### config.mk
export PLATFORM = sky130hd
export DESIGN_NAME = fifo_pipe_ctrl_flat
export DESIGN_NICKNAME = d
export VERILOG_FILES = /design/src/rtl/fifo_pipe_pkg.sv /design/src/rtl/fifo_pipe_ctrl_if.sv /design/src/rtl/fifo_pipe_ctrl_stage_sel_dec.sv /design/src/rtl/fifo_pipe_ctrl.sv /design/src/flat_wrapper.sv
export SDC_FILE = /design/constraint.sdc
export NUM_CORES = 1
export LEC_CHECK = 0
export ABC_AREA = 1
export CORE_MARGIN = 2
export CORE_UTILIZATION = 30
export DETAILED_ROUTE_END_ITERATION = 7
export SYNTH_ARGS = -nofsm -noshare
export SYNTH_HDL_FRONTEND = slang
export SYNTH_SLANG_ARGS = --single-unit
export TNS_END_PERCENT = 50
### constraint.sdc
create_clock -name clk -period 2.23 [get_ports clk]
set_clock_uncertainty 0.2 [all_clocks]
set_input_delay 0.223 -clock clk [delete_from_list [all_inputs] [get_ports clk]]
set_output_delay 0.223 -clock clk [all_outputs]
set_load 0.02 [all_outputs]
### src/rtl/fifo_pipe_pkg.sv
`default_nettype none
// ============================================================================
// Module : fifo_pipe_pkg
// Brief  : Shared select encodings and occupancy states for the FIFO pipeline.
// Rev    : 1.0
// ============================================================================
package fifo_pipe_pkg;

  localparam logic [1:0] SEL_HOLD  = 2'b00;
  localparam logic [1:0] SEL_LOAD  = 2'b01;
  localparam logic [1:0] SEL_SHIFT = 2'b10;
  localparam logic [1:0] SEL_CLR   = 2'b11;

  typedef enum logic [1:0] {
    ST_EMPTY = 2'd0,
    ST_PART  = 2'd1,
    ST_FULL  = 2'd2
  } state_t;

endpackage
`default_nettype wire

### src/rtl/fifo_pipe_ctrl_if.sv
`default_nettype none
// ============================================================================
// Module : fifo_pipe_ctrl_if
// Brief  : Handshake, select and status bundle; FIFO_PIPE_CTRL_STATS_EN adds counters.
// Rev    : 1.0
// ============================================================================
interface fifo_pipe_ctrl_if #(
  parameter int DEPTH = 4,
  parameter int CW    = $clog2(DEPTH + 1)
);
  logic                 in_valid;
  logic                 in_ready;
  logic                 out_valid;
  logic                 out_ready;
  logic                 flush;
  logic [2*DEPTH-1:0]   sel;
  logic [DEPTH-1:0]     stage_full;
  logic [CW-1:0]        count;
  logic                 fifo_full;
  logic                 fifo_empty;
`ifdef FIFO_PIPE_CTRL_STATS_EN
  logic [7:0]           drop_cnt;
  logic [7:0]           uflow_cnt;
`endif

  modport master (
    input  in_valid, out_ready, flush,
    output in_ready, out_valid, sel, stage_full, count, fifo_full, fifo_empty
`ifdef FIFO_PIPE_CTRL_STATS_EN
    , output drop_cnt, uflow_cnt
`endif
  );

  modport slave (
    output in_valid, out_ready, flush,
    input  in_ready, out_valid, sel, stage_full, count, fifo_full, fifo_empty
`ifdef FIFO_PIPE_CTRL_STATS_EN
    , input drop_cnt, uflow_cnt
`endif
  );
endinterface
`default_nettype wire

### src/rtl/fifo_pipe_ctrl_stage_sel_dec.sv
`default_nettype none
// ============================================================================
// Module : stage_sel_dec
// Brief  : Combinational mux-select decode for one pipeline stage.
// Rev    : 1.0
// ============================================================================
module stage_sel_dec
  import fifo_pipe_pkg::*;
#(
  parameter int CW = 3
) (
  input  logic          push,
  input  logic          pop,
  input  logic          flush,
  input  logic          rst,
  input  logic [CW-1:0] idx,
  input  logic [CW-1:0] count,
  output logic [1:0]    sel
);
  // One extra bit so idx+1 cannot wrap when comparing against the tail.
  logic [CW:0] w_idx_p1;
  logic        w_below_tail;
  logic        w_at_tail;
  logic        w_at_free;

  assign w_idx_p1     = {1'b0, idx} + {{CW{1'b0}}, 1'b1};
  assign w_below_tail = (w_idx_p1 <  {1'b0, count});
  assign w_at_tail    = (w_idx_p1 == {1'b0, count});
  assign w_at_free    = (idx == count);

  always_comb begin
    sel = SEL_HOLD;
    if (rst || flush) begin
      sel = SEL_CLR;
    end else if (pop) begin
      if (w_below_tail) begin
        sel = SEL_SHIFT;
      end else if (w_at_tail) begin
        sel = push ? SEL_LOAD : SEL_CLR;
      end
    end else if (push && w_at_free) begin
      sel = SEL_LOAD;
    end
  end
endmodule
`default_nettype wire

### src/rtl/fifo_pipe_ctrl.sv
`default_nettype none
// ============================================================================
// Module : fifo_pipe_ctrl
// Brief  : Occupancy sequencer for an N-stage shift-register FIFO pipeline.
//          Define FIFO_PIPE_CTRL_STATS_EN for drop/underflow counters.
// Rev    : 1.0
// ============================================================================
module fifo_pipe_ctrl
  import fifo_pipe_pkg::*;
#(
  parameter int DEPTH = 4,
  parameter int CW    = $clog2(DEPTH + 1)
) (
  input  logic              clk,
  input  logic              rst,
  fifo_pipe_ctrl_if.master  bus
);
  localparam logic [CW-1:0] c_last_cnt = CW'(DEPTH - 1);
  localparam logic [CW-1:0] c_one_cnt  = CW'(1);

  state_t           r_state;
  state_t           w_state_nxt;
  logic [CW-1:0]    r_count;
  logic [CW-1:0]    w_count_nxt;
  logic [DEPTH-1:0] r_stage_full;
  logic [DEPTH-1:0] w_stage_full_nxt;
  logic             w_push;
  logic             w_pop;

  assign bus.in_ready   = (r_state != ST_FULL) && !bus.flush && !rst;
  assign bus.out_valid  = r_stage_full[0];
  assign bus.fifo_full  = (r_state == ST_FULL);
  assign bus.fifo_empty = (r_state == ST_EMPTY);
  assign bus.count      = r_count;
  assign bus.stage_full = r_stage_full;

  assign w_push = bus.in_valid  && bus.in_ready;
  assign w_pop  = bus.out_valid && bus.out_ready;

  always_ff @(posedge clk) begin
    if (rst) begin
      r_state      <= ST_EMPTY;
      r_count      <= '0;
      r_stage_full <= '0;
    end else begin
      r_state      <= w_state_nxt;
      r_count      <= w_count_nxt;
      r_stage_full <= w_stage_full_nxt;
    end
  end

  always_comb begin
    w_state_nxt      = r_state;
    w_count_nxt      = r_count;
    w_stage_full_nxt = r_stage_full;
    if (bus.flush) begin
      w_state_nxt      = ST_EMPTY;
      w_count_nxt      = '0;
      w_stage_full_nxt = '0;
    end else begin
      case (r_state)
        ST_EMPTY: if (w_push) w_state_nxt = ST_PART;
        ST_PART: begin
          if (w_push && !w_pop && (r_count == c_last_cnt)) w_state_nxt = ST_FULL;
          else if (w_pop && !w_push && (r_count == c_one_cnt)) w_state_nxt = ST_EMPTY;
        end
        ST_FULL:  if (w_pop) w_state_nxt = ST_PART;
        default:  w_state_nxt = ST_EMPTY;
      endcase
      // Occupancy stays a thermometer: grow at the tail, shrink from the tail.
      if (w_push && !w_pop) begin
        w_count_nxt      = r_count + c_one_cnt;
        w_stage_full_nxt = {r_stage_full[DEPTH-2:0], 1'b1};
      end else if (w_pop && !w_push) begin
        w_count_nxt      = r_count - c_one_cnt;
        w_stage_full_nxt = {1'b0, r_stage_full[DEPTH-1:1]};
      end
    end
  end

  for (genvar gi = 0; gi < DEPTH; gi++) begin : g_stage
    stage_sel_dec #(
      .CW (CW)
    ) u_dec (
      .push  (w_push),
      .pop   (w_pop),
      .flush (bus.flush),
      .rst   (rst),
      .idx   (CW'(gi)),
      .count (r_count),
      .sel   (bus.sel[2*gi+1:2*gi])
    );
  end

`ifdef FIFO_PIPE_CTRL_STATS_EN
  logic [7:0] r_drop_cnt;
  logic [7:0] r_uflow_cnt;

  always_ff @(posedge clk) begin
    if (rst || bus.flush) begin
      r_drop_cnt  <= '0;
      r_uflow_cnt <= '0;
    end else begin
      if (bus.in_valid && bus.fifo_full && (r_drop_cnt != 8'hFF))
        r_drop_cnt <= r_drop_cnt + 8'd1;
      if (bus.out_ready && bus.fifo_empty && (r_uflow_cnt != 8'hFF))
        r_uflow_cnt <= r_uflow_cnt + 8'd1;
    end
  end

  assign bus.drop_cnt  = r_drop_cnt;
  assign bus.uflow_cnt = r_uflow_cnt;
`endif
endmodule
`default_nettype wire
### src/flat_wrapper.sv
// flat-port wrapper written by rule: the top's interface ports become plain ports
module fifo_pipe_ctrl_flat import fifo_pipe_pkg::*;
#(
  parameter int DEPTH = 4,
  parameter int CW    = $clog2(DEPTH + 1)
)
  (clk, rst, bus_in_valid, bus_out_ready, bus_flush, bus_in_ready, bus_out_valid, bus_sel, bus_stage_full, bus_count, bus_fifo_full, bus_fifo_empty);
  fifo_pipe_ctrl_if #(.DEPTH(DEPTH), .CW(CW)) bus_i ();
  input  logic clk;
  input  logic rst;
  input wire logic [$bits(bus_i.in_valid)-1:0] bus_in_valid;
  input wire logic [$bits(bus_i.out_ready)-1:0] bus_out_ready;
  input wire logic [$bits(bus_i.flush)-1:0] bus_flush;
  output wire logic [$bits(bus_i.in_ready)-1:0] bus_in_ready;
  output wire logic [$bits(bus_i.out_valid)-1:0] bus_out_valid;
  output wire logic [$bits(bus_i.sel)-1:0] bus_sel;
  output wire logic [$bits(bus_i.stage_full)-1:0] bus_stage_full;
  output wire logic [$bits(bus_i.count)-1:0] bus_count;
  output wire logic [$bits(bus_i.fifo_full)-1:0] bus_fifo_full;
  output wire logic [$bits(bus_i.fifo_empty)-1:0] bus_fifo_empty;
  assign bus_i.in_valid = bus_in_valid;
  assign bus_i.out_ready = bus_out_ready;
  assign bus_i.flush = bus_flush;
  assign bus_in_ready = bus_i.in_ready;
  assign bus_out_valid = bus_i.out_valid;
  assign bus_sel = bus_i.sel;
  assign bus_stage_full = bus_i.stage_full;
  assign bus_count = bus_i.count;
  assign bus_fifo_full = bus_i.fifo_full;
  assign bus_fifo_empty = bus_i.fifo_empty;
  fifo_pipe_ctrl #(.DEPTH(DEPTH), .CW(CW)) u_core (.clk(clk), .rst(rst), .bus(bus_i));
endmodule
==> results of run 1 <==
[stage by stage]
stage / instances / worst slack, ps
2_1_floorplan: 108 / 224
3_3_place_gp: 173 / -97.6
3_5_place_dp: 173 / -136
4_1_cts: 177 / 134
5_1_grt: 177 / -8.16
6_report: 177 / 142
[final cells by class]
cell class	instances	share of cell area, %
Inverter	18	5.97
Timing Repair Buffer	41	31.4
Multi-Input combinational cell	77	41.0
Tap cell	28	3.09
Clock buffer	4	2.32
Sequential cell	9	16.2
[Yosys cell counts]
library cell and instances:
inv_1 16, nand2_1 13, nor2_1 13, nand3_1 11, o21ai_0 11, a21oi_1 10, dfxtp_1 9, ha_1 7
buf_4 3, inv_2 2, a211oi_1 1, a21oi_2 1, buf_2 1, nand2_2 1, nand3_2 1, nand3_4 1
nand4_1 1, nor2_2 1, nor2_8 1, nor3_2 1, o211ai_1 1, o31ai_1 1, xnor2_1 1
[cell families (layout without fill, tap and decap cells)]
family,Yosys count,count (layout),synth area share (%)
AOI/OAI and AO/OA,25,25,18.5
xor gates and xnor gates,1,1,1.19
DFF,9,9,24.4
and+or+nand+nor,44,44,31.1
buffers and inverters,22,63,12.9
adders and majority gates,7,7,11.9
[sequential cells by signal (all words and copies together), names as in the netlist]
register and count:
u_core.bus.count 3, u_core.bus.stage_full 4, u_core.r_state 2
[cells in the final DEF, fill, tap and decap left out, types with 2 or more instances in the layout]
cell,n
clkbuf_4,3
nor2_2,2
o21ai_0,10
clkdlybuf4s50_1,15
nor2_1,12
ha_1,7
nand3_1,11
inv_2,2
dlygate4sd2_1,8
dfxtp_1,8
inv_1,16
buf_4,18
nand2_1,13
a21oi_1,10
[per-layer routing]
| layer | vias up | track usage, % | part of all wire (%) |
|---|---|---|---|
| met3 | 2 | 1.67 | 6.6 |
| met4 | 0 | 6.41 | 0.64 |
| met2 | 29 | 26.7 | 45 |
| li1 | 433 | - | - |
| met1 | 358 | 18.6 | 48 |
| met5 | - | 0 | 0 |
[final timing paths]
| check | from | to | depth (start not counted) | slack, ps |
|---|---|---|---|---|
| worst max-delay path | u_core.bus.count[0] | bus_sel[4] | 7 | 140 |
| worst min-delay path | u_core.bus.stage_full[3] | u_core.bus.stage_full[3] | 2 | 290 |
| worst max register to register | u_core.r_state[0] | u_core.bus.count[2] | 11 | 280 |
| worst min register to register | u_core.bus.stage_full[3] | u_core.bus.stage_full[3] | 2 | 290 |
[worst max-delay path, delay by kind of cell, from the launching register on]
family | cells | cell delay (ps)
and+or+nand+nor | 2 | 180
AOI/OAI and AO/OA | 1 | 170
DFF | 1 | 370
buffers and inverters | 3 | 540
adders and majority gates | 1 | 160
[where the power goes]
part           leakage [nW]  total (mW)  switching [mW]  internal [mW]
combinational         0.401       0.106          0.0573         0.0490
clock                0.0150       0.122          0.0535         0.0688
sequential           0.0736       0.166         0.00313          0.163
[timing repair]
item                       CTS  global route
hold endpoints to repair     0             0
buffers inserted             0             0
hold buffers                 0             0
setup endpoints to repair    8             3
resized for setup           10             2
==> impl_metrics.env, run 1 <==
export IMPL_cpMostUsedCell="inv_1"
export IMPL_fillCellCount=235
export IMPL_ant_nets=0
export IMPL_row_count=17
export IMPL_drc=0
export IMPL_worstMarginPinSlew_ps=220
export IMPL_fmax_ghz=0.479
export IMPL_setup_tns_ps=0
export IMPL_antenna_found_initial=0
export IMPL_vdd_drop_max_uv=311
export IMPL_syn_inst=108
export IMPL_io_pins=24
export IMPL_multiInputGateArea_um2=464
export IMPL_yosys_warnings=0
export IMPL_diodes=0
export IMPL_fin_crit_ps=2090
export IMPL_power_density_nw_per_um2=349
export IMPL_grt_ovfl_total=0
export IMPL_critical_path_slowest_cell="dfxtp_4"
export IMPL_hpwl_mm=1.52
export IMPL_slew_headroom_pct=85.3
export IMPL_clock_sinks=9
export IMPL_crit_chain="inv_1 -> ha_1 -> inv_1 -> nor2_1 -> nand2_1 -> o21ai_0 -> dlygate4sd2_1"
export IMPL_clk_insertion_delay_late_ps=250
export IMPL_coreArea_um2=2280
export IMPL_required_ps=1810
export IMPL_synth_ff_latch_count=9
export IMPL_viasPerCell=4.64
export IMPL_cp_end_kind="output pin"
export IMPL_dr_pass1_iters=4
export IMPL_ys_seq_area_share_pct=24.4
export IMPL_area_growth_pct=53.7
export IMPL_drive_gt1_share_pct=21.5
export IMPL_final_hold_viol_count=0
export IMPL_max_cap_violations=0
export IMPL_hold_ws_ps=287
export IMPL_routedWlPerCell_um=10.6
export IMPL_wl_mm=1.87
export IMPL_die_area_um2=2870
export IMPL_place_gp_congestion=0.797
export IMPL_clk_pin_slew_ps=60
export IMPL_grt_max_degree=9
export IMPL_grt_first_pass_wirelength_mm=3.22
export IMPL_grt_pass1_vias=790
export IMPL_htreeDepth=1
export IMPL_drt_iter0_markers=16
export IMPL_critPathMaxFanout=7
export IMPL_register_area_um2=184
export IMPL_die_y_um=53.6
export IMPL_status="finished, final reports clean"
export IMPL_setup_viol=0
export IMPL_critPathLaunchType="flip-flop"
export IMPL_avgSynthCellArea_um2=6.82
export IMPL_crit_type="flip-flop to output pin"
export IMPL_design_area_um2=1130
export IMPL_synth_area_um2=737
export IMPL_placed_cell_area_um2=1110
export IMPL_synth_top_area_cell="dfxtp_1"
export IMPL_cts_buffers=3
export IMPL_finalPower_uw=395
export IMPL_yosys_area_top_type_share_pct=24.4
export IMPL_fin_crit_sh_pct=93.6
export IMPL_floorplan_initialDensity_pct=32.4
export IMPL_grt_use_total_pct=15.2
export IMPL_syn_nets=120
export IMPL_slowest_delay_ps=370
export IMPL_final_core_util_pct=49.8
export IMPL_yosysUniqueCellTypes=23
export IMPL_grt_setup_unrepaired="true"
export IMPL_slew_viol_final=0
export IMPL_yosys_top_cells_area="dfxtp_1 24%, ha_1 12%, inv_1 8.1%, nand3_1 7.5%, o21ai_0 7.5%"
export IMPL_worstHoldPathType="flip-flop to flip-flop"
export IMPL_cp_arrival_ps=1670
export IMPL_vias=822
export IMPL_die_x_um=53.6
export IMPL_nNetsFinal=162
export IMPL_cts_root_buffer="clkbuf_4"
export IMPL_port_buffers=23
export IMPL_cts_tree="done"
export IMPL_clk_path_buf_depth=2
export IMPL_power_leakage_nw=0.490
(Power assumes the default switching activity.)
==> run 2, diff against run 1 <==
CTS_CLUSTER_SIZE = 28   (was unset)
==> results of run 2 <==
Final layout, timing and power as in run 1 (identical DEF).
